--- config.mk ---
export PLATFORM = sky130hd
export DESIGN_NAME = deltat_axis_packer
export DESIGN_NICKNAME = d
export VERILOG_FILES = /design/src/rtl/deltat_axis_packer.sv
export SDC_FILE = /design/constraint.sdc
export NUM_CORES = 1
export LEC_CHECK = 0
export ABC_AREA = 1
export BUFFER_PORTS_ARGS = -buffer_cell sky130_fd_sc_hd__buf_2
export CORE_MARGIN = 2
export CORE_UTILIZATION = 65
export DETAILED_ROUTE_END_ITERATION = 8
export PLACE_DENSITY = 0.83
export SLEW_MARGIN = 20
export SYNTH_ARGS = -nofsm -noshare
export SYNTH_HDL_FRONTEND = slang
export SYNTH_SLANG_ARGS = --single-unit
--- constraint.sdc ---
create_clock -name clk -period 12.05 [get_ports clk]
set_input_delay 1.205 -clock clk [delete_from_list [all_inputs] [get_ports clk]]
set_output_delay 1.205 -clock clk [all_outputs]
set_load 0.02 [all_outputs]
--- src/rtl/deltat_axis_packer.sv ---
// deltat_axis_packer: pairs delta-T words into 2*WORDSIZE AXI4-Stream beats,
// buffers them in a first-word-fall-through FIFO, frames packets with TLAST,
// flushes a lone pending word after an idle timeout, and counts overflow drops.
module deltat_axis_packer #(
    parameter int WORDSIZE     = 16,
    parameter int FIFO_DEPTH   = 16,
    parameter int PKT_BEATS    = 256,
    parameter int FLUSH_CYCLES = 1024
) (
    input  logic                    clk,
    input  logic                    rst_n,
    input  logic [WORDSIZE-1:0]     inData,
    input  logic                    inWrEn,
    input  logic                    clr,
    output logic [2*WORDSIZE-1:0]   m_axis_tdata,
    output logic                    m_axis_tvalid,
    input  logic                    m_axis_tready,
    output logic                    m_axis_tlast,
    output logic [31:0]             dropCnt,
    output logic                    overflow
);

    localparam int DW = 2 * WORDSIZE;
    localparam int AW = (FIFO_DEPTH > 1) ? $clog2(FIFO_DEPTH) : 1;
    localparam int TW = $clog2(FLUSH_CYCLES + 1);
    localparam int BW = (PKT_BEATS > 1) ? $clog2(PKT_BEATS) : 1;

    // Saturating add used by the drop counter so it sticks at all-ones.
    function automatic logic [31:0] sat_add32(input logic [31:0] a, input logic [1:0] b);
        logic [32:0] sum;
        sum = {1'b0, a} + {31'd0, b};
        return sum[32] ? 32'hFFFF_FFFF : sum[31:0];
    endfunction

    logic                pend_q, pend_d;
    logic [WORDSIZE-1:0] held_q, held_d;
    logic [TW-1:0]       idle_q, idle_d;
    logic [BW-1:0]       beat_q, beat_d;
    logic [AW:0]         wr_q, wr_d, rd_q, rd_d;
    logic [31:0]         drop_q, drop_d;
    logic                ovf_q, ovf_d;
    logic [DW:0]         mem_q [FIFO_DEPTH];

    logic          empty, full, pop;
    logic          push_vld, push_pad, push_last, push_ok, push_drop;
    logic [DW-1:0] push_word;
    logic [DW:0]   head;

    // Pointers carry a wrap bit so full and empty are exact at 0 and FIFO_DEPTH.
    assign empty = (wr_q == rd_q);
    assign full  = (wr_q[AW] != rd_q[AW]) && (wr_q[AW-1:0] == rd_q[AW-1:0]);
    assign pop   = !empty && m_axis_tready;

    // Pairing register and idle timer: decide whether a beat is formed this edge.
    always_comb begin
        pend_d    = pend_q;
        held_d    = held_q;
        idle_d    = idle_q;
        push_vld  = 1'b0;
        push_pad  = 1'b0;
        push_word = '0;
        if (inWrEn) begin
            idle_d = '0;
            if (pend_q) begin
                // A sample arriving on the timeout edge still pairs normally.
                push_vld  = 1'b1;
                push_word = {inData, held_q};
                pend_d    = 1'b0;
            end else begin
                held_d = inData;
                pend_d = 1'b1;
            end
        end else if (pend_q) begin
            if (idle_q == TW'(FLUSH_CYCLES - 1)) begin
                // Upper half zero marks the padded flush beat.
                push_vld  = 1'b1;
                push_pad  = 1'b1;
                push_word = {{WORDSIZE{1'b0}}, held_q};
                pend_d    = 1'b0;
                idle_d    = '0;
            end else begin
                idle_d = idle_q + TW'(1);
            end
        end
    end

    // Push acceptance, packet framing, pointer and drop bookkeeping.
    always_comb begin
        push_last = push_pad || (beat_q == BW'(PKT_BEATS - 1));
        push_ok   = push_vld && (!full || pop);
        push_drop = push_vld && !push_ok;

        beat_d = beat_q;
        if (push_ok) begin
            beat_d = push_last ? '0 : beat_q + BW'(1);
        end

        wr_d = wr_q + {{AW{1'b0}}, push_ok};
        rd_d = rd_q + {{AW{1'b0}}, pop};

        // A drop on the same edge as clr is counted on top of the cleared value.
        drop_d = clr ? 32'd0 : drop_q;
        ovf_d  = clr ? 1'b0 : ovf_q;
        if (push_drop) begin
            drop_d = sat_add32(drop_d, push_pad ? 2'd1 : 2'd2);
            ovf_d  = 1'b1;
        end
    end

    // Control state: cleared asynchronously, discarding any partial pair or packet.
    always_ff @(posedge clk or negedge rst_n) begin
        if (!rst_n) begin
            pend_q <= 1'b0;
            idle_q <= '0;
            beat_q <= '0;
            wr_q   <= '0;
            rd_q   <= '0;
            drop_q <= '0;
            ovf_q  <= 1'b0;
        end else begin
            pend_q <= pend_d;
            idle_q <= idle_d;
            beat_q <= beat_d;
            wr_q   <= wr_d;
            rd_q   <= rd_d;
            drop_q <= drop_d;
            ovf_q  <= ovf_d;
        end
    end

    // Held word: data only, its validity is tracked by pend_q.
    always_ff @(posedge clk) begin
        held_q <= held_d;
    end

    // FIFO storage of {tlast, tdata}; contents are meaningful only between pointers.
    always_ff @(posedge clk) begin
        if (push_ok) begin
            mem_q[wr_q[AW-1:0]] <= {push_last, push_word};
        end
    end

    // Fall-through head, forced to zero while empty so reset shows clean outputs.
    always_comb begin
        head          = mem_q[rd_q[AW-1:0]];
        m_axis_tvalid = !empty;
        m_axis_tdata  = empty ? '0 : head[DW-1:0];
        m_axis_tlast  = empty ? 1'b0 : head[DW];
    end

    assign dropCnt  = drop_q;
    assign overflow = ovf_q;

endmodule
== Word level (Yosys, flattened, before mapping) ==
Memory sizes are Yosys's and may differ from the RTL's.
Index checks and enable logic that the tools add are counted.
Word-level totals
  register bits after elaboration: 79
  bits in writable memories: 528
  input port bits: 21
  output and inout bits: 67
  memories: 1
Cells by class
  add/sub/neg operators: 5
  eq/ne operators: 5
  mux-type cells: 27
  bitwise logic cells: 1
  reduce and logical (&&, ||, !) cells: 12
Memories
  mem_q: words 16, width 33, read ports 1, clocked after memory_dff 0, write ports 1, RTL line 42  | logic [DW:0] mem_q [FIFO_DEPTH];
Operators with widths (number)
  32-bit two-way mux: 6
  32-bit by 2-bit adder with 33-bit output: 1
  11-bit two-way mux: 3
  16-bit two-way mux: 2
  1-bit two-way mux: 14
  11-bit by 1-bit adder with 11-bit output (second input constant): 1
  11-bit by 10-bit == test with 1-bit output (second input constant): 1
  5-bit by 1-bit adder with 5-bit output: 2
  8-bit by 1-bit adder with 8-bit output (second input constant): 1
  8-bit == test (second input constant): 1
  8-bit two-way mux: 1
  5-bit == test: 1
  4-bit == test: 1
  1-bit logical AND: 4
  2-bit nonzero test: 2
  1-bit logical NOT: 3
  1-bit logical OR: 2
  2-bit two-way mux: 1
  2-bit AND reduction: 1
  1-bit inequality test: 1
  1-bit NOT: 1

== Depth between registers and ports, before layout ==
Gate-level depths: netlist of run 1.
  depth in word-level cells: 8
  depth in mapped cells: 18
  mapped depth without buffers: 18

== Worst setup path before layout of run 1 ==
Ideal clock, no wire load.
  path kind: input -> register
  start: in inWrEn
  end: mem mem_q[0][0] (netlist name), enable pin
  setup time: 0.464 ns
  data arrival time: 4.075 ns
  path slack: 7.510 ns
  cell stages on the path: 5
  buffers on the path: 1
  path through: inv_1 -> a21oi_2 -> nand2_1 -> buf_2 -> nor3_1
On the way
  cells in the longest elaborated chain, start to end: 4
RTL lines
  from (decl): RTL line 13  | input logic inWrEn,
  1-bit two-way mux: RTL line 62  | if (inWrEn) begin
  1-bit logical AND: RTL line 90  | push_ok = push_vld && (!full || pop);
  1-bit two-way mux: RTL line 138  | if (push_ok) begin
  1-bit two-way mux (not written as such): RTL line 139  | mem_q[wr_q[AW-1:0]] <= {push_last, push_word};
  to (decl): RTL line 42
No other way between the ends.

== Final worst setup path of run 1 ==
  start: reg rd_q[0]
  end: out m_axis_tdata[26]
On the way
  cells in the longest elaborated chain, start to end: 2
RTL lines
  from (decl): RTL line 39  | logic [AW:0] wr_q, wr_d, rd_q, rd_d;
  from (signal assigned): RTL line 125  | rd_q <= rd_d;
  memory 16 x 33 bit / 5-bit == test (equally long branches)
  32-bit two-way mux (*): RTL line 147  | m_axis_tdata = empty ? '0 : head[DW-1:0];
  to (decl): RTL line 15  | output logic [2*WORDSIZE-1:0] m_axis_tdata,
Every way passes the cells marked *; elsewhere a longest branch is shown, timed or not.

==> results.json, run 1 <==
{
  "status": "complete, no violations",
  "vias_per_cell": 6.22,
  "clock_path_buffers": 3,
  "slowest_stage": "buf_4",
  "crit_chain": "inv_6 -> buf_4 -> buf_4 -> o21ai_0 -> o22ai_1 -> nand2_1 -> nand2_1 -> inv_1 -> a21oi_1 -> buf_2",
  "slew_headroom_pct": 23.7,
  "initial_core_util_pct": 66.1,
  "syn_inst": 2255,
  "fin_ws_ns": 6.10,
  "fin_worst_skew_ns": 0.0200,
  "place.port_buffers": 87,
  "core_um2": 38800,
  "ant_nets": 0,
  "final.period_utilization_pct": 49.4,
  "whs_ns": 0.491,
  "fmax_mhz": 168,
  "drcViolationCount": 0,
  "cts.repair.resized": 0,
  "ys_ff_latch": 607,
  "post_cts_buffers": 0,
  "slew_viol_final": 0,
  "final_core_util_pct": 73.2,
  "avgSynthCellArea_um2": 11.4,
  "worst-path-stages": 10,
  "grt_max_degree": 118,
  "rrSetupSlack_ns": 7.34,
  "fin_tns_setup_ns": 0,
  "cts_root_buf": "clkbuf_16",
  "wl_per_cell_um": 22.0,
  "yosysMostFrequentCell": "edfxtp_1",
  "worstMarginPinSlew_ns": 1.14,
  "place_area_um2": 26500,
  "clk_pin_slew_ns": 0.06,
  "synth_common_cells": "544 x edfxtp_1, 430 x nor2_1, 310 x nand2_1, 282 x o21ai_0, 122 x inv_1",
  "hold_buffers": 0,
  "grt_pass1_wl_um": 96200,
  "cp.arrival_ns": 4.74,
  "post-route-min-period_ns": 5.95,
  "synth_top_cell_area_share_pct": 63.6,
  "critPathLaunchType": "flop",
  "crit_end": "m_axis_tdata[26]",
  "rsz0062_at_grt": "no",
  "numClockSinks": 607,
  "vdd_drop_max_uv": 147,
  "die_w_um": 203,
  "cp.required_ns": 10.85,
  "place.gp.congestion": 0.872,
  "drt-pass1-iter-count": 8,
  "setup_violations": 0,
  "cts_buffers": 57,
  "synth.cell_area_um2": 25700,
  "ys_async_sr_fraction_pct": 10.4,
  "hold_viol_final": 0,
  "critPathTopFamily": "buffers and inverters",
  "yosys-top-cells-area": "edfxtp_1 64%, nor2_1 6.3%, dfrtp_1 6.1%, o21ai_0 5.5%, nand2_1 4.5%",
  "synth.distinct_cells": 38,
  "final_nets": 2342,
  "cpPeakStageDelay_ns": 0.90,
  "syn2layout_area_growth_pct": 10.7,
  "tritoncts": "done",
  "die-area_um2": 41100,
  "dr_total_vias": 17900,
  "finalInstanceArea_um2": 28400,
  "crit_path_start": "rd_q[0]",
  "drt_iter0_drc": 2351,
  "h-tree-depth": 2,
  "synth_edf_count": 544,
  "path_class": "flop to primary output",
  "synth_fp_nets": 2285,
  "worst_r2r_path_depth": 11,
  "globalRouteTotalUtil_pct": 31.0,
  "clock_latency_ns": 0.62,
  "rr_endpoint": "mem_q[14][18]",
  "min_path_type": "flop to flop",
  "yosys_warnings": 0,
  "antenna_found_initial": 0,
  "dieHeight_um": 203,
  "synthFlopType": "edfxtp_1",
  "layout-drive-gt1-share_pct": 11.6,
  "pre_cts_ws_ns": 6.80,
  "p_per_area_nw_per_um2": 226,
  "io_pins": 88,
  "synth_top_cell_by_area": "edfxtp_1",
  "grt_overflow_total": 0,
  "power.leakage_nw": 10.3,
  "regToRegStartpoint": "rd_q[1]",
  "yosysSeqAreaShare_pct": 69.8,
  "diodes": 0,
  "critPathMaxFanout": 101,
  "crit_buf_inv": 5,
  "rows": 72,
  "hpwl_um": 33400,
  "max-cap-violations": 0,
  "grt_pass1_vias": 17600,
  "critPathCaptureType": "primary output",
  "wirelength_um": 63300
}
cell usage in the layout (no fill, tap or decap), types with 5 or more instances in the layout:
master / n
bufinv_16: 8
clkbuf_1: 16
ha_1: 8
nand2_1: 310
inv_1: 121
nand3_1: 83
nor2_4: 6
clkinv_1: 10
nor3_2: 15
xor2_1: 19
nor2_2: 14
nor2_1: 427
edfxtp_1: 544
o21ai_0: 282
buf_4: 36
dfrtp_1: 60
clkbuf_16: 57
nand3_2: 14
inv_2: 5
o21ai_1: 7
o211ai_1: 67
clkinv_2: 9
buf_2: 87
o21bai_1: 7
xnor2_1: 8
a21oi_1: 39
o22ai_1: 68
state kept, by name, indices dropped and copies added (netlist names):
register	cells
overflow	1
wr_q	5
held_q	16
mem_q	528
dropCnt	32
beat_q	8
rd_q	5
idle_q	11
pend_q	1
report_power, final:
part,leakage (nW),internal [W],switching (W)
Sequential,5.86,0.00243,0.000121
Clock,0.908,0.00105,0.000756
Combinational,3.56,0.000589,0.00148
Total,10.3,0.00406,0.00236
worst min-delay path by stage:
stage | endpoint | slack (ns) | from | depth (start not counted)
floorplan | wr_q[4] | 0.46 | wr_q[4] | 1
global placement | overflow | 0.47 | overflow | 2
detailed placement | overflow | 0.48 | overflow | 2
CTS | overflow | 0.49 | overflow | 2
global route | wr_q[4] | 0.54 | wr_q[4] | 1
finish | overflow | 0.49 | overflow | 2
tightest hold or removal path, delay by kind of cell, from the launching register on:
family	cells	cell delay (ns)
flip-flops	1	0.35
AND/OR/NAND/NOR	2	0.11
logic make-up after synthesis:
logic type | count (synthesis) | share of synthesized area [%]
adder cells (fa/ha/maj) | 9 | 0.468
XOR/XNOR | 27 | 0.921
AND/OR/NAND/NOR | 882 | 14.1
flip-flops | 607 | 69.8
buffers and inverters | 255 | 4.28
AO/OA/AOI/OAI | 475 | 10.4
stage by stage:
stage	power, W	std cells
3_3_place_gp	0.00451	2771
6_report	0.00643	2877
3_5_place_dp	0.00459	2771
2_1_floorplan	0.00397	2255
4_1_cts	0.00640	2877
5_1_grt	0.00669	2877
area by class of cell:
type	instances	area [um2]
inverters	129	489
fillers	2394	10400
repair buffers	124	717
clock buffers	74	1500
flip-flops and latches	607	17900
clock inverters	32	387
multi-input cells	1393	6760
well taps	518	648
metal layers:
layer / track usage, % / share of wire, % / vias to the layer above
li1: - / - / 8008
met1: 39.7 / 35 / 8506
met2: 52.0 / 49 / 1178
met3: 5.14 / 11 / 214
met4: 15.0 / 4.3 / 0
met5: 0 / 0 / -
Note: power is estimated with default switching activity, not from simulation.
==> run 2: changes to the inputs <==
Settings changed: CORE_UTILIZATION 65 to 62, PLACE_DENSITY 0.83 to 0.8.
Clock period 12.05 ns to 6.05 ns, I/O delays scaled along.
==> results.json, run 2 (synthesized netlist as in run 1, its figures left out) <==
{
  "max-cap-violations": 0,
  "clk_pin_slew_ns": 0.06,
  "post_cts_buffers": 0,
  "layout-drive-gt1-share_pct": 11.3,
  "fmax_mhz": 225,
  "mostFrequentLayoutCells": "544 x edfxtp_1, 427 x nor2_1, 310 x nand2_1",
  "drt_iter0_drc": 2291,
  "hold_viol_final": 0,
  "slew_viol_final": 0,
  "layout_commonest_cell": "edfxtp_1",
  "swShare_pct": 36.8,
  "vias_per_cell": 6.15,
  "numClockSinks": 607,
  "worstMarginPinSlew_ns": 1.10,
  "status": "complete, no violations",
  "setup_violations": 0,
  "ant_nets": 0,
  "hpwl_um": 32700,
  "power_frac_clock_pct": 27.6,
  "syn2layout_area_growth_pct": 10.7,
  "switching_power_w": 0.00468,
  "die_w_um": 207,
  "antenna_found_initial": 2,
  "wl_per_cell_um": 21.6,
  "grt_pass1_wl_um": 96600,
  "place.gp.congestion": 0.860,
  "combPwrFrac_pct": 32.7,
  "critPathLaunchType": "flop",
  "critPathCaptureType": "primary output",
  "fin_tns_setup_ns": 0,
  "place.port_buffers": 87,
  "final_core_util_pct": 69.6,
  "dieHeight_um": 207,
  "io_pins": 88,
  "rsz0062_at_grt": "no",
  "dr_total_vias": 17800,
  "largest_reg_flops": 528,
  "whs_ns": 0.153,
  "die-area_um2": 43000,
  "fin_worst_skew_ns": 0.0135,
  "rows": 74,
  "vdd_drop_max_uv": 457,
  "hold_buffers": 0,
  "clock_path_buffers": 3,
  "path_class": "flop to primary output",
  "h-tree-depth": 2,
  "p_per_area_nw_per_um2": 448,
  "p_int_w": 0.00804,
  "core_um2": 40800,
  "min_path_type": "primary input to asynchronous set/reset pin",
  "globalRouteTotalUtil_pct": 29.0,
  "cts_root_buf": "clkbuf_16",
  "drcViolationCount": 0,
  "drt-pass1-iter-count": 5,
  "post-route-min-period_ns": 4.44,
  "grt_overflow_total": 0,
  "fillers": 2754,
  "pwr-share-seq_pct": 39.7,
  "grt_pass1_vias": 17600,
  "cts_buffers": 57,
  "clock_latency_ns": 0.62,
  "critPathMaxFanout": 98,
  "tritoncts": "done",
  "grt_max_degree": 235,
  "power.leakage_nw": 10.3,
  "wirelength_um": 62500,
  "cts.repair.resized": 0,
  "cp.arrival_ns": 3.83,
  "final_nets": 2341,
  "final.period_utilization_pct": 73.3,
  "cp.required_ns": 5.44,
  "slew_headroom_pct": 26.5,
  "initial_core_util_pct": 62.9
}
-- run 2: changes by cell type in the layout (fill, tap and decap cells not counted), sizes merged --
cell and delta:
buf -1, bufinv -2, clkbuf -2, clkinv +4, clkinvlp -3, diode +2
-- run 2: final cells by class --
type                       instances  area [um2]  share of cell area (%)
timing repair buffer             123         751                    2.64
multi-input combinational       1393        6760                    23.8
clock inverter                    31         318                    1.12
sequential                       607       17900                    63.1
tap                              532         666                    2.34
inverter                         129         489                    1.72
clock buffer                      72        1500                    5.29
antenna                            2        5.00                  0.0176
-- run 2: critical path, cell delays in order (launching register included) --
cell and delay (ns):
dfrtp_4 0.66, buf_16 0.34, buf_4 0.85, o21ai_0 0.21, o22ai_1 0.22, nand2_1 0.07, nand2_1 0.07, inv_1 0.04
a21oi_1 0.39, buf_2 0.26
-- run 2: power by group through the flow --
stage | clock network, W | registers, W | logic [W]
after floorplan | 0 | 0.00499 | 0.00291
after global placement | 0 | 0.00519 | 0.00385
after detailed placement | 0 | 0.00520 | 0.00398
after CTS | 0.00355 | 0.00511 | 0.00403
after global routing | 0.00369 | 0.00507 | 0.00452
final | 0.00351 | 0.00505 | 0.00416
-- run 2: path summary, 6_finish.rpt --
check	cells past startpoint	slack [ns]	from	to
min in group clk	1	0.20	inData[12]	held_q[12]
worst max-delay path	9	1.61	rd_q[1]	m_axis_tdata[30]
worst max register to register	8	2.50	rd_q[2]	mem_q[14][17]
max in group asynchronous	2	5.24	rst_n	rd_q[1]
worst min register to register	2	0.48	overflow	overflow
worst min-delay path	2	0.15	rst_n	dropCnt[29]
-- run 2: metrics by stage --
step	area [um2]	total power, W	instances	setup slack [ns]
2_1_floorplan	25700	0.00791	2255	1.94
3_3_place_gp	26600	0.00904	2783	2.16
3_5_place_dp	26600	0.00918	2783	2.12
4_1_cts	28400	0.0127	2886	1.46
5_1_grt	28400	0.0133	2887	1.49
6_report	28400	0.0127	2889	1.61
-- run 2: metal layers --
layer  share of wire, %  wire [um]  track usage, %
met2                 48      30000            47.3
met3                 11       6660            4.93
met4                4.4       2770            13.4
met5              0.016         10               0
met1                 37      23100            38.6
